<file path="src/rtl/oob_dev.sv">
// Device-side SATA OOB responder: answers COMRESET with COMINIT and COMWAKE with
// COMWAKE, exchanges ALIGN, sends one SYNC and then passes link data through.
module oob_dev #(
    parameter logic [19:0] RETRY_TIMEOUT = 20'd66000,
    parameter logic [7:0]  WAKE_GAP      = 8'd64
) (
    input  logic        clk,
    input  logic        rst,
    input  logic        gtx_ready,
    input  logic        rxcominitdet_in,
    input  logic        rxcomwakedet_in,
    input  logic        rxelecidle_in,
    input  logic        rxbyteisaligned,
    input  logic [31:0] rxdata_in,
    input  logic [3:0]  rxcharisk_in,
    input  logic [31:0] txdata_in,
    input  logic [3:0]  txcharisk_in,
    output logic        txcominit,
    output logic        txcomwake,
    output logic        txelecidle,
    output logic [31:0] txdata_out,
    output logic [3:0]  txcharisk_out,
    output logic [31:0] rxdata_out,
    output logic [3:0]  rxcharisk_out,
    output logic        phy_ready
);

    localparam int unsigned TIMER_W = 20;
    localparam int unsigned DATA_W  = 32;
    localparam int unsigned K_W     = 4;

    localparam logic [DATA_W-1:0] ALIGN_DW = 32'h7B4A4ABC;
    localparam logic [DATA_W-1:0] SYNC_DW  = 32'hB5B5957C;
    localparam logic [K_W-1:0]    K_FIRST  = 4'b0001;

    typedef enum logic [3:0] {
        IDLE,
        WAIT_COMRESET,
        SEND_COMINIT,
        WAIT_COMWAKE,
        SEND_COMWAKE,
        WAKE_END,
        SEND_ALIGN,
        SEND_SYNC,
        READY
    } state_t;

    state_t             state_q;
    state_t             state_d;
    logic [TIMER_W-1:0] timer_q;
    logic               timer_hit;
    logic               gap_done;
    logic               host_align;
    logic               counting;

    // Next-state selection: transceiver loss first, then a re-issued COMRESET.
    always_comb begin
        state_d    = state_q;
        timer_hit  = (timer_q >= RETRY_TIMEOUT);
        gap_done   = (timer_q >= TIMER_W'(WAKE_GAP));
        host_align = rxbyteisaligned && (rxdata_in == ALIGN_DW) && (rxcharisk_in == K_FIRST);
        counting   = (state_q == WAIT_COMWAKE) || (state_q == WAKE_END) || (state_q == SEND_ALIGN);

        if (!gtx_ready) begin
            state_d = IDLE;
        end else if (rxcominitdet_in && (state_q != IDLE)) begin
            state_d = SEND_COMINIT;
        end else begin
            case (state_q)
                IDLE:          state_d = WAIT_COMRESET;
                WAIT_COMRESET: state_d = state_q;
                SEND_COMINIT:  state_d = WAIT_COMWAKE;
                WAIT_COMWAKE: begin
                    if (rxcomwakedet_in) state_d = SEND_COMWAKE;
                    else if (timer_hit)  state_d = WAIT_COMRESET;
                end
                SEND_COMWAKE:  state_d = WAKE_END;
                WAKE_END: begin
                    if (gap_done && !rxelecidle_in) state_d = SEND_ALIGN;
                end
                SEND_ALIGN: begin
                    if (host_align)     state_d = SEND_SYNC;
                    else if (timer_hit) state_d = WAIT_COMRESET;
                end
                SEND_SYNC:     state_d = READY;
                READY:         state_d = state_q;
                default:       state_d = IDLE;
            endcase
        end
    end

    // State, timer and registered outputs; control outputs track the state being entered.
    always_ff @(posedge clk or negedge rst) begin
        if (!rst) begin
            state_q       <= IDLE;
            timer_q       <= '0;
            txcominit     <= 1'b0;
            txcomwake     <= 1'b0;
            txelecidle    <= 1'b1;
            txdata_out    <= '0;
            txcharisk_out <= '0;
            rxdata_out    <= '0;
            rxcharisk_out <= '0;
            phy_ready     <= 1'b0;
        end else begin
            state_q <= state_d;

            if (state_d != state_q)
                timer_q <= '0;
            else if (counting && (timer_q != '1))
                timer_q <= timer_q + TIMER_W'(1);

            txcominit  <= (state_d == SEND_COMINIT);
            txcomwake  <= (state_d == SEND_COMWAKE);
            phy_ready  <= (state_d == READY);
            txelecidle <= !((state_d == SEND_ALIGN) || (state_d == SEND_SYNC) || (state_d == READY));

            // TX payload is chosen by the state of the previous cycle.
            if (!gtx_ready) begin
                txdata_out    <= '0;
                txcharisk_out <= '0;
            end else begin
                case (state_q)
                    SEND_ALIGN: begin
                        txdata_out    <= ALIGN_DW;
                        txcharisk_out <= K_FIRST;
                    end
                    SEND_SYNC: begin
                        txdata_out    <= SYNC_DW;
                        txcharisk_out <= K_FIRST;
                    end
                    READY: begin
                        txdata_out    <= txdata_in;
                        txcharisk_out <= txcharisk_in;
                    end
                    default: begin
                        txdata_out    <= '0;
                        txcharisk_out <= '0;
                    end
                endcase
            end

            rxdata_out    <= rxdata_in;
            rxcharisk_out <= rxcharisk_in;
        end
    end

endmodule

</file>
<file path="config.mk">
export PLATFORM = sky130hd
export DESIGN_NAME = oob_dev
export DESIGN_NICKNAME = d
export VERILOG_FILES = /design/src/rtl/oob_dev.sv
export SDC_FILE = /design/constraint.sdc
export NUM_CORES = 1
export LEC_CHECK = 0
export ABC_AREA = 0
export ABC_CLOCK_PERIOD_IN_PS = 2950
export CORE_AREA = 2 2 89 125
export DETAILED_ROUTE_END_ITERATION = 8
export DIE_AREA = 0 0 91 127
export PLACE_DENSITY = 0.72
export SLEW_MARGIN = 20
export SYNTH_ARGS = -nofsm -noshare
export SYNTH_HDL_FRONTEND = slang
export SYNTH_SLANG_ARGS = --single-unit
</file>
<file path="constraint.sdc">
create_clock -name clk -period 2.95 [get_ports clk]
set_clock_uncertainty 0.05 [all_clocks]
set_input_delay 0.4425 -clock clk [delete_from_list [all_inputs] [get_ports clk]]
set_output_delay 0.4425 -clock clk [all_outputs]
set_load 0.01 [all_outputs]
</file>
### After elaboration in Yosys (flattened, before gate mapping)

Index checks and enable logic that the tools add are counted.

* add/subtract/negate cells: 1
* $lt $le $gt $ge: 2
* equal/unequal tests: 17
* muxes and demuxes: 13
* reduce and logical (&&, ||, !) cells: 16

Operators with widths (number)
* $pmux W32 S3: 1
* $mux W20: 2
* $eq A32 B31 Y1 const B: 1
* $mux W32: 1
* $pmux W4 S8: 1
* $eq A4 B3 Y1 const B: 7
* $mux W4: 7
* $add A20 B1 Y20 const B: 1
* $ge A20 B17 Y1 const B: 1
* $ge A20 B7 Y1 const B: 1
* $ne A20 B20 Y1 const B: 1
* $eq A4 B2 Y1 const B: 3
* $eq A4 B1 Y1 const B: 2
* $eq A4 B4 Y1 const B: 2
* $pmux W4 S2: 1
* $logic_and A1 B1 Y1: 5
* $logic_not A4 Y1: 1
* $logic_or A1 B1 Y1: 4
* $ne A4 B4 Y1: 1
* $reduce_bool A4 Y1: 1
* $reduce_or A2 Y1: 2
* $logic_not A1 Y1: 2
* $reduce_bool A2 Y1: 1

* bits in registers: 100
* bits of input ports: 79
* output and inout port bits: 76
* logic and storage cells: 59

### Longest topological paths before layout

Gate-level depths: netlist (run 1).

* word-level depth: 11
* mapped depth: 8
* gate-level depth less buffers: 6

### Least setup slack after synthesis (run 1)

Ideal clock, no wire load.

* path kind: in2reg
* start point: in rxdata_in[12]
* end point: reg timer_q[14]
* setup time: 71 ps
* arrival time: 2025 ps
* required time: 2829 ps
* path slack: 804 ps
* cell stages on the path: 7
* path through: or4b_2 > nor3_1 > nand3_2 > mux2i_1 > nand4_2 > buf_6 > nor2_1

* word-level cells in the longest chain between the ends: 9
* elaborated cells on any way between the ends: 10
* classes of those cells: eq/ne: 2; mux: 5; reduce/logical: 3

RTL lines
* start, declared: line 14 `input logic [31:0] rxdata_in,`
* $eq A32 B31 Y1 *: line 61 `host_align = rxbyteisaligned && (rxdata_in == ALIGN_DW) && (rxcharisk_in == K_FIRST);`
* $logic_and A1 B1 Y1 * (2 in series): line 61
* $mux W4 *: line 82 `if (host_align) state_d = SEND_SYNC;`
* $pmux W4 S8 *: line 69 `case (state_q)`
* $mux W4 *: line 66 `end else if (rxcominitdet_in && (state_q != IDLE)) begin`
* $mux W4 *: line 64 `if (!gtx_ready) begin`
* $ne A4 B4 Y1 *: line 108 `if (state_d != state_q)`
* $mux W20 / $reduce_bool A2 Y1 (equally long branches)
* end signal, assigned: line 111 `timer_q <= timer_q + TIMER_W'(1);`
* end, declared: line 50 `logic [TIMER_W-1:0] timer_q;`

Every way passes the cells marked *; elsewhere a longest branch is shown, timed or not.
A chain may end at the register's enable or synchronous reset.

### Worst setup path in the final report (run 1)

* start point: in rxdata_in[28]
* end point: reg timer_q[19]

Same word-level chain as after synthesis.

==> results.sh, run 1 <==
export IMPL_via_count=3164
export IMPL_initial_utilization_pct=39.2
export IMPL_worst_slew_margin_rel_pct=45.4
export IMPL_finalNetCount=581
export IMPL_cp_num_cells=9
export IMPL_synth_net_count=424
export IMPL_drt_pass1_iter_count=4
export IMPL_synthToLayoutAreaGrowth_pct=48.4
export IMPL_crit_buf_inv=3
export IMPL_maxCapViolations=0
export IMPL_synth_top_area_share_pct=61.0
export IMPL_placement_io_buffers=154
export IMPL_track_usage_pct=18.0
export IMPL_endpoint_kind="flip-flop"
export IMPL_worst_ep_arrival_time_ns=2.73
export IMPL_wire_per_inst_um=15.7
export IMPL_cts_htree_levels=3
export IMPL_max_freq_mhz=399
export IMPL_ctsHoldBuffers=0
export IMPL_cts_root_buffer_cell="sky130_fd_sc_hd__clkbuf_16"
export IMPL_grt_pass1_wl_um=16500
export IMPL_critPathMostFrequentCell="sky130_fd_sc_hd__buf_4"
export IMPL_cts_tree="built"
export IMPL_fin_crit_sh_pct=84.9
export IMPL_post_synth_inst_count=343
export IMPL_worstMarginPinSlew_ns=0.816
export IMPL_postCtsSetupRepairBufs=0
export IMPL_crit_path_max_fanout=11
export IMPL_ff2ff_path_depth=6
export IMPL_vias_in_the_first_global_route=3367
export IMPL_finalSetupViolations=0
export IMPL_post_route_min_period_ns=2.50
export IMPL_grt_setup_unrepaired="no"
export IMPL_fp_row_count=44
export IMPL_grt_antenna_before_repair=0
export IMPL_timing_critical_path_from_type="primary input"
export IMPL_critical_path_max_stage_delay_ns=0.51
export IMPL_numCtsBuffers=9
export IMPL_number_of_flops_mapped_to_enable_cells_by_yosys=0
export IMPL_synth_lib_cells_used_distinct=62
export IMPL_ff_latch_area_mm2=0.00250
export IMPL_grt_max_degree=53
export IMPL_synth_area_leaders="sky130_fd_sc_hd__dfrtp_1 61%, sky130_fd_sc_hd__nor2_1 4.4%, sky130_fd_sc_hd__a21o_1 3.3%, sky130_fd_sc_hd__xnor2_1 2.8%, sky130_fd_sc_hd__nand2_1 1.6%"
export IMPL_dp_hpwl_um=7480
export IMPL_drt_initial_drc_count=127
export IMPL_clkTransAtPathRegs_ns=0.07
export IMPL_yosys_register_bits=100
export IMPL_worstSetupPathType="in -> reg"
export IMPL_syn_cell_area_mm2=0.00406
export IMPL_synth_main_ff_cell="sky130_fd_sc_hd__dfrtp_1"
export IMPL_synthArstFlopShare_pct=100
export IMPL_globalRoute_totalOverflow=0
export IMPL_hold_slack_ns=0.0735
export IMPL_die_area_mm2=0.0116
export IMPL_worst_path_dominant_cell_family="simple AND/OR/NAND/NOR gates"
export IMPL_gates_resized_cts_repair=0
export IMPL_drv_slew=0
export IMPL_result_of_the_run="completed"
export IMPL_clk_latency_ns=0.34
export IMPL_power_per_cell_area_mw_per_mm2=485
export IMPL_yosys_warn_count=0
export IMPL_min_delay_path_class="in -> async"
export IMPL_fp_coreArea_mm2=0.0103
export IMPL_post_drt_via_cell_ratio=4.92
export IMPL_die_width_um=91
export IMPL_nFillCells=904
export IMPL_share_of_cells_above_drive_strength_1_pct=10.5
export IMPL_static_leakage_power_nw=2.64
export IMPL_drt_wl_total_um=10100
export IMPL_ys_seq_area_share_pct=61.6
export IMPL_post_synth_top_area_cell="sky130_fd_sc_hd__dfrtp_1"
export IMPL_worst_endpoint_required_ns=3.17
export IMPL_io_pins=155
export IMPL_die_h_um=127
export IMPL_cpMaxStageDelayCell="sky130_fd_sc_hd__or4bb_1"
export IMPL_final_report_hold_violation_count=0
export IMPL_gp_routability_congestion=0.864
export IMPL_clkSinkCount=100
export IMPL_irDropWorstVdd_uv=285
export IMPL_ctsLongestPathBuffers=2
export IMPL_route_antenna_remaining_nets=0
export IMPL_synth_avg_cell_area_um2=11.8
export IMPL_setup_tns_final_ns=0
export IMPL_antennaDiodeCount=0
export IMPL_drt_drc_violations_left=0
export IMPL_multiInputGateArea_mm2=0.00142
export IMPL_crit_path_cell_trace="clkdlybuf4s50_1 -> or4bb_1 -> nor4_1 -> buf_4 -> nand3_2 -> mux2i_1 -> nand4_2 -> buf_4 -> nor2_2"
==> routing by layer <==
layer / GRT usage [%] / wire [µm] / vias up / share of wire, %
li1: - / - / 1497 / -
met1: 20.7 / 3920 / 1549 / 39
met2: 32.2 / 5510 / 104 / 54
met3: 4.19 / 510 / 14 / 5.0
met4: 7.31 / 178 / 0 / 1.8
met5: 0 / 0 / - / 0
==> synthesized netlist by cell type, types with 2 or more instances <==
master and number:
sky130_fd_sc_hd__dfrtp_1 99, sky130_fd_sc_hd__or3b_2 2, sky130_fd_sc_hd__a21oi_1 9, sky130_fd_sc_hd__mux2i_1 2, sky130_fd_sc_hd__buf_4 3, sky130_fd_sc_hd__or3_1 2
sky130_fd_sc_hd__nand2b_1 2, sky130_fd_sc_hd__or4_1 2, sky130_fd_sc_hd__a211oi_2 2, sky130_fd_sc_hd__ha_1 2, sky130_fd_sc_hd__nor2_1 48, sky130_fd_sc_hd__and3_1 3
sky130_fd_sc_hd__nor4_1 6, sky130_fd_sc_hd__and2_1 8, sky130_fd_sc_hd__o22ai_1 2, sky130_fd_sc_hd__nand3_1 8, sky130_fd_sc_hd__nor4_2 2, sky130_fd_sc_hd__xnor2_1 13
sky130_fd_sc_hd__buf_6 5, sky130_fd_sc_hd__o21ai_0 3, sky130_fd_sc_hd__nand2_1 17, sky130_fd_sc_hd__xor2_1 5, sky130_fd_sc_hd__nand4b_1 5, sky130_fd_sc_hd__inv_1 7
sky130_fd_sc_hd__o31a_1 2, sky130_fd_sc_hd__nand4_1 4, sky130_fd_sc_hd__o211ai_1 2, sky130_fd_sc_hd__nor3_1 8, sky130_fd_sc_hd__nand4_2 2, sky130_fd_sc_hd__nor2_2 10
sky130_fd_sc_hd__clkbuf_1 7, sky130_fd_sc_hd__or4bb_1 3, sky130_fd_sc_hd__a21o_1 18, sky130_fd_sc_hd__or2_2 2
==> area by class of cell <==
cell class	count	area share [%]
multi-input combinational	220	23.6
tap	138	2.86
timing repair buffer	162	26.7
sequential	100	41.5
clock buffer	10	3.80
inverter	7	0.436
clock inverter	6	1.06
==> state kept, by name, summed over array words and instances (netlist names) <==
name and flops:
rxdata_out 32, timer_q 20, txcominit 1, state_q 4
phy_ready 1, txelecidle 1, txcharisk_out 4, rxcharisk_out 4
txdata_out 32, txcomwake 1
==> stage by stage <==
step,util [%],power (mW),worst slack (ns),cell area (µm²),cells
after floorplan,-,1.58,0.804,4060,343
after global placement,55.4,1.79,0.128,5740,627
after detailed placement,55.4,1.80,0.0825,5740,627
after CTS,58.2,2.96,0.427,6030,643
after global routing,58.2,3.05,0.320,6030,643
final,58.2,2.92,0.447,6030,643
==> worst reg2reg max path, cell delays in order (launching register included) <==
cell and delay [ns]:
sky130_fd_sc_hd__dfrtp_1 0.58, sky130_fd_sc_hd__nand2b_1 0.35, sky130_fd_sc_hd__nor2_1 0.68, sky130_fd_sc_hd__o21ai_0 0.18
sky130_fd_sc_hd__buf_4 0.22, sky130_fd_sc_hd__nor2_1 0.15, sky130_fd_sc_hd__a21oi_1 0.06
==> cells in the final DEF (no fill, tap or decap), types with 3 or more instances in the layout <==
master,netlist,layout
sky130_fd_sc_hd__nor3_1,8,8
sky130_fd_sc_hd__buf_4,3,8
sky130_fd_sc_hd__and3_1,3,3
sky130_fd_sc_hd__o21ai_0,3,3
sky130_fd_sc_hd__clkdlybuf4s50_1,0,153
sky130_fd_sc_hd__nand4_1,4,4
sky130_fd_sc_hd__nor2_2,10,10
sky130_fd_sc_hd__inv_1,7,7
sky130_fd_sc_hd__a21oi_1,9,9
sky130_fd_sc_hd__or4bb_1,3,3
sky130_fd_sc_hd__xor2_1,5,5
sky130_fd_sc_hd__and2_1,8,8
sky130_fd_sc_hd__a21o_1,18,18
sky130_fd_sc_hd__nand3_1,8,8
sky130_fd_sc_hd__nand4b_1,5,5
sky130_fd_sc_hd__nand2_1,17,17
sky130_fd_sc_hd__nor4_1,6,6
sky130_fd_sc_hd__dfrtp_1,99,99
sky130_fd_sc_hd__clkbuf_16,0,9
sky130_fd_sc_hd__nor2_1,48,48
sky130_fd_sc_hd__xnor2_1,13,13
==> logic make-up (layout without fill, tap and decap cells) <==
kind of cell | Yosys count | after routing | synth area share (%)
simple gates | 145 | 145 | 20.1
flops | 100 | 100 | 61.6
compound gates | 52 | 52 | 9.64
buf+inv | 23 | 185 | 3.36
xor+xnor | 18 | 18 | 3.88
fa+ha+maj | 3 | 3 | 0.863
mux | 2 | 2 | 0.493
==> power breakdown <==
part	internal (mW)	total [mW]	switching, mW	leakage [nW]
registers	1.40	1.43	0.0251	1.31
clock network	0.657	1.16	0.500	0.139
logic	0.191	0.339	0.149	1.19
total	2.25	2.92	0.674	2.64
==> final timing paths <==
check | end | startpoint | slack [ns]
worst min register to register | timer_q[3] | timer_q[3] | 0.55
min in group clk | rxdata_out[6] | rxdata_in[6] | 0.51
worst max-delay path | timer_q[19] | rxdata_in[28] | 0.45
worst max register to register | txelecidle | state_q[3] | 0.61
worst min-delay path | rxdata_out[29] | rst | 0.07
max in group asynchronous | txelecidle | rst | 2.01
Note: power is estimated with default switching activity, not from simulation.
==> inputs of run 2 (changes only) <==
--- a/config.mk
+++ b/config.mk
@@ -6,7 +6,7 @@
 export NUM_CORES = 1
 export LEC_CHECK = 0
 export ABC_AREA = 0
-export ABC_CLOCK_PERIOD_IN_PS = 2950
+export ABC_CLOCK_PERIOD_IN_PS = 2500
 export CORE_AREA = 2 2 89 125
 export DETAILED_ROUTE_END_ITERATION = 8
 export DIE_AREA = 0 0 91 127
==> constraint.sdc (replaced) <==
create_clock -name clk -period 2.5 [get_ports clk]
set_clock_uncertainty 0.05 [all_clocks]
set_input_delay 0.375 -clock clk [delete_from_list [all_inputs] [get_ports clk]]
set_output_delay 0.375 -clock clk [all_outputs]
set_load 0.01 [all_outputs]
==> results.sh, run 2 (synthesized netlist as in run 1, its figures left out) <==
export IMPL_dp_hpwl_um=7600
export IMPL_clk_latency_ns=0.34
export IMPL_met3RoutedLength_um=542
export IMPL_ff2ff_path_depth=7
export IMPL_die_h_um=127
export IMPL_vias_in_the_first_global_route=3334
export IMPL_maxCapViolations=0
export IMPL_drt_pass1_iter_count=4
export IMPL_route_antenna_remaining_nets=0
export IMPL_fin_crit_sh_pct=94.9
export IMPL_via_count=3257
export IMPL_final_cell_mix="153 x sky130_fd_sc_hd__clkdlybuf4s50_1, 99 x sky130_fd_sc_hd__dfrtp_1, 47 x sky130_fd_sc_hd__nor2_1"
export IMPL_met2WireLength_um=5470
export IMPL_cts_htree_levels=3
export IMPL_final_report_hold_violation_count=0
export IMPL_hold_slack_ns=0.00860
export IMPL_irDropWorstVdd_uv=314
export IMPL_power_per_cell_area_mw_per_mm2=567
export IMPL_timing_critical_path_from_type="primary input"
export IMPL_rrSetupSlack_ns=0.16
export IMPL_worst_ep_arrival_time_ns=2.60
export IMPL_io_pins=155
export IMPL_placement_cell_area_mm2=0.00581
export IMPL_min_delay_path_class="in -> async"
export IMPL_gp_routability_congestion=0.921
export IMPL_finalNetCount=592
export IMPL_initial_utilization_pct=39.2
export IMPL_drt_drc_violations_left=0
export IMPL_result_of_the_run="completed"
export IMPL_globalRoute_totalOverflow=0
export IMPL_worst_endpoint_required_ns=2.73
export IMPL_numCtsBuffers=9
export IMPL_synthToLayoutAreaGrowth_pct=51.2
export IMPL_worst_slew_margin_rel_pct=57.8
export IMPL_postCtsSetupRepairBufs=0
export IMPL_ctsLongestPathBuffers=2
export IMPL_final_common_cell="sky130_fd_sc_hd__clkdlybuf4s50_1"
export IMPL_crit_path_max_fanout=3
export IMPL_grt_max_degree=53
export IMPL_drv_slew=0
export IMPL_max_freq_mhz=422
export IMPL_die_width_um=91
export IMPL_post_drt_via_cell_ratio=4.98
export IMPL_placement_io_buffers=154
export IMPL_cts_root_buffer_cell="sky130_fd_sc_hd__clkbuf_16"
export IMPL_finalSetupViolations=0
export IMPL_static_leakage_power_nw=2.72
export IMPL_track_usage_pct=17.8
export IMPL_clkTransAtPathRegs_ns=0.07
export IMPL_drt_wl_total_um=10100
export IMPL_ff_latch_area_mm2=0.00250
export IMPL_share_of_cells_above_drive_strength_1_pct=12.8
export IMPL_finalPower_mw=3.48
export IMPL_reg_to_reg_endpoint="timer_q[10]"
export IMPL_uppermost_layer_routed="met4"
export IMPL_detail_route_wirelength_met1_um=3840
export IMPL_die_area_mm2=0.0116
export IMPL_regs_by_ff_count="rxdata_out: 32 flops, txdata_out: 32 flops, timer_q: 20 flops"
export IMPL_ctsHoldBuffers=0
export IMPL_antennaDiodeCount=0
export IMPL_wire_per_inst_um=15.5
export IMPL_rr_startpoint="timer_q[14]"
export IMPL_multiInputGateArea_mm2=0.00145
export IMPL_fp_coreArea_mm2=0.0103
export IMPL_endpoint_kind="flip-flop"
export IMPL_fp_row_count=44
export IMPL_post_route_min_period_ns=2.37
export IMPL_grt_pass1_wl_um=16500
export IMPL_grt_antenna_before_repair=0
export IMPL_cts_tree="built"
export IMPL_drt_initial_drc_count=123
export IMPL_nFillCells=876
export IMPL_worstSetupPathType="in -> reg"
export IMPL_fin_area_mm2=0.00614
export IMPL_worstMarginPinSlew_ns=0.633
export IMPL_clkSinkCount=100
run 2: worst max-delay path, stage by stage:
cell and delay (ns):
sky130_fd_sc_hd__clkdlybuf4s50_1 0.46, sky130_fd_sc_hd__or4bb_1 0.55, sky130_fd_sc_hd__nor4_4 0.31, sky130_fd_sc_hd__buf_4 0.16
sky130_fd_sc_hd__nand3_2 0.08, sky130_fd_sc_hd__o31a_1 0.24, sky130_fd_sc_hd__a21oi_1 0.21, sky130_fd_sc_hd__o221a_1 0.22
run 2: final cells by class:
cell class	count	area share, %
multi-input combinational	220	23.6
inverter	7	0.428
timing repair buffer	173	27.4
clock inverter	6	1.24
tap	138	2.81
sequential	100	40.8
clock buffer	10	3.73
run 2: per-stage QoR:
stage / util (%) / instances / setup TNS [ns] / setup slack (ns)
2_1_floorplan: - / 343 / 0 / 0.416
3_5_place_dp: 56.1 / 638 / -5.05 / -0.276
4_1_cts: 59.0 / 654 / 0 / 0.0674
3_3_place_gp: 56.1 / 638 / -3.73 / -0.201
6_report: 59.3 / 654 / 0 / 0.128
5_1_grt: 59.3 / 654 / -0.0245 / -0.0180
run 2: timing repair:
| item | 4_1_cts | 5_1_grt |
|---|---|---|
| setup endpoints to repair | 0 | 18 |
| hold endpoints to repair | 0 | 0 |
| resized for setup | 0 | 5 |
run 2: worst max path at each step:
stage                        to  cells after the start             from
floorplan           timer_q[14]                      7      timer_q[14]
global placement     state_q[0]                      8     rxdata_in[2]
detailed placement  timer_q[10]                      9    rxdata_in[28]
CTS                 timer_q[10]                      9  rxbyteisaligned
global route         timer_q[2]                      9  rxbyteisaligned
finish               state_q[0]                      8  rxbyteisaligned
run 2: layer usage:
metal,vias to the layer above,track usage (%)
met5,-,0
met1,1583,20.0
met2,126,31.8
met4,0,8.11
li1,1527,-
met3,21,4.36
run 2: where the power goes:
group	switching, mW	leakage [nW]	internal [mW]	total, mW
registers	0.0271	1.31	1.66	1.68
clock network	0.599	0.145	0.786	1.39
logic	0.182	1.27	0.231	0.413
total	0.808	2.72	2.67	3.48
==> inputs of run 3 (changes only) <==
--- a/config.mk
+++ b/config.mk
@@ -6,7 +6,7 @@
 export NUM_CORES = 1
 export LEC_CHECK = 0
 export ABC_AREA = 0
-export ABC_CLOCK_PERIOD_IN_PS = 2500
+export ABC_CLOCK_PERIOD_IN_PS = 2660
 export CORE_AREA = 2 2 89 125
 export DETAILED_ROUTE_END_ITERATION = 8
 export DIE_AREA = 0 0 91 127
==> constraint.sdc (replaced) <==
create_clock -name clk -period 2.66 [get_ports clk]
set_clock_uncertainty 0.05 [all_clocks]
set_input_delay 0.399 -clock clk [delete_from_list [all_inputs] [get_ports clk]]
set_output_delay 0.399 -clock clk [all_outputs]
set_load 0.01 [all_outputs]
==> results.sh, run 3 (synthesized netlist as in run 1, its figures left out) <==
export IMPL_result_of_the_run="completed"
export IMPL_die_width_um=91
export IMPL_ff_latch_area_mm2=0.00250
export IMPL_cts_htree_levels=3
export IMPL_grt_max_degree=62
export IMPL_multiInputGateArea_mm2=0.00142
export IMPL_initial_utilization_pct=39.2
export IMPL_final_common_cell="sky130_fd_sc_hd__clkdlybuf4s50_1"
export IMPL_regs_by_ff_count="rxdata_out: 32 flops, txdata_out: 32 flops, timer_q: 20 flops"
export IMPL_die_area_mm2=0.0116
export IMPL_grt_pass1_wl_um=15900
export IMPL_worstSetupPathType="in -> reg"
export IMPL_post_route_min_period_ns=2.43
export IMPL_worst_ep_arrival_time_ns=2.65
export IMPL_numCtsBuffers=9
export IMPL_finalSetupViolations=0
export IMPL_gates_resized_cts_repair=0
export IMPL_crit_path_max_fanout=3
export IMPL_via_count=3224
export IMPL_grt_setup_unrepaired="no"
export IMPL_dp_hpwl_um=7410
export IMPL_final_report_hold_violation_count=0
export IMPL_crit_path_start="rxdata_in[28]"
export IMPL_fin_crit_sh_pct=91.5
export IMPL_drt_drc_violations_left=0
export IMPL_worst_endpoint_required_ns=2.88
export IMPL_final_cell_mix="153 x sky130_fd_sc_hd__clkdlybuf4s50_1, 99 x sky130_fd_sc_hd__dfrtp_1, 48 x sky130_fd_sc_hd__nor2_1"
export IMPL_ctsHoldBuffers=0
export IMPL_clk_latency_ns=0.34
export IMPL_drv_slew=0
export IMPL_reg_to_reg_endpoint="timer_q[14]"
export IMPL_postCtsSetupRepairBufs=0
export IMPL_track_usage_pct=17.3
export IMPL_die_h_um=127
export IMPL_share_of_cells_above_drive_strength_1_pct=11.2
export IMPL_globalRoute_totalOverflow=0
export IMPL_vias_in_the_first_global_route=3247
export IMPL_io_pins=155
export IMPL_max_freq_mhz=411
export IMPL_drt_pass1_iter_count=6
export IMPL_fp_row_count=44
export IMPL_clkSinkCount=100
export IMPL_drt_initial_drc_count=145
export IMPL_worst_slew_margin_rel_pct=39.5
export IMPL_cts_root_buffer_cell="sky130_fd_sc_hd__clkbuf_16"
export IMPL_fp_coreArea_mm2=0.0103
export IMPL_maxCapViolations=0
export IMPL_hold_slack_ns=0.0784
export IMPL_post_drt_via_cell_ratio=4.98
export IMPL_static_leakage_power_nw=2.68
export IMPL_worstMarginPinSlew_ns=0.905
export IMPL_endpoint_kind="flip-flop"
export IMPL_gp_routability_congestion=0.877
export IMPL_rrSetupSlack_ns=0.25
export IMPL_antennaDiodeCount=0
export IMPL_timing_critical_path_from_type="primary input"
export IMPL_power_per_cell_area_mw_per_mm2=547
export IMPL_drt_wl_total_um=9830
export IMPL_ff2ff_path_depth=6
export IMPL_finalPower_mw=3.33
export IMPL_ctsLongestPathBuffers=2
export IMPL_finalNetCount=586
export IMPL_min_delay_path_class="in -> async"
export IMPL_placement_io_buffers=154
export IMPL_clkTransAtPathRegs_ns=0.07
export IMPL_grt_antenna_before_repair=0
export IMPL_synthToLayoutAreaGrowth_pct=50.0
export IMPL_nFillCells=869
export IMPL_rr_startpoint="timer_q[6]"
export IMPL_irDropWorstVdd_uv=342
export IMPL_route_antenna_remaining_nets=0
export IMPL_wire_per_inst_um=15.2
export IMPL_cts_tree="built"
run 3: changes by cell type in the layout (fill, tap and decap cells not counted), sizes merged:
cell,change
bufinv,+1
inv,+2
buf,-6
clkbuf,+1
clkinv,-4
run 3: worst max path at each step:
stage / endpoint / slack, ns / cells after the start
6_report: state_q[0] / 0.23 / 8
5_1_grt: timer_q[14] / 0.04 / 9
4_1_cts: timer_q[8] / 0.19 / 9
3_5_place_dp: timer_q[6] / -0.15 / 9
3_3_place_gp: state_q[0] / -0.11 / 8
2_1_floorplan: timer_q[14] / 0.56 / 7
run 3: layer usage:
metal  share of wire, %  global-route usage [%]  up-vias  wire (µm)
li1                   -                       -     1517          -
met1                 38                    19.9     1578       3750
met2                 54                    31.0      110       5350
met3                5.4                    4.72       19        532
met4                2.0                    6.24        0        201
met5                  0                       0        -          0
run 3: area by class of cell:
type                            count  area share, %
Sequential cell                   100           41.1
Timing Repair Buffer              167           27.1
Multi-Input combinational cell    220           23.3
Clock buffer                       11           3.82
Tap cell                          138           2.83
Clock inverter                      5           1.40
Inverter                            7          0.431
run 3: worst max-delay path: stages:
cell and delay [ns]:
sky130_fd_sc_hd__clkdlybuf4s50_1 0.48, sky130_fd_sc_hd__or4bb_1 0.50, sky130_fd_sc_hd__nor4_1 0.36, sky130_fd_sc_hd__buf_4 0.18, sky130_fd_sc_hd__nand3_2 0.08, sky130_fd_sc_hd__o31a_1 0.25, sky130_fd_sc_hd__a21oi_1 0.20, sky130_fd_sc_hd__o221a_1 0.21
run 3: stage by stage:
stage | TNS, ns | setup WS, ns | area (µm²) | std cells | utilization, %
finish | 0 | 0.225 | 6090 | 648 | 58.8
global route | 0 | 0.0389 | 6090 | 648 | 58.8
CTS | 0 | 0.186 | 6090 | 648 | 58.8
detailed placement | -2.61 | -0.150 | 5770 | 632 | 55.8
global placement | -1.91 | -0.112 | 5770 | 632 | 55.8
floorplan | 0 | 0.557 | 4060 | 343 | -
run 3: power breakdown:
part           switching, mW  internal, mW  leakage [nW]  total, mW
Clock                  0.540         0.831         0.151       1.37
Sequential            0.0270          1.56          1.31       1.58
Combinational          0.164         0.212          1.22      0.376
Total                  0.731          2.60          2.68       3.33
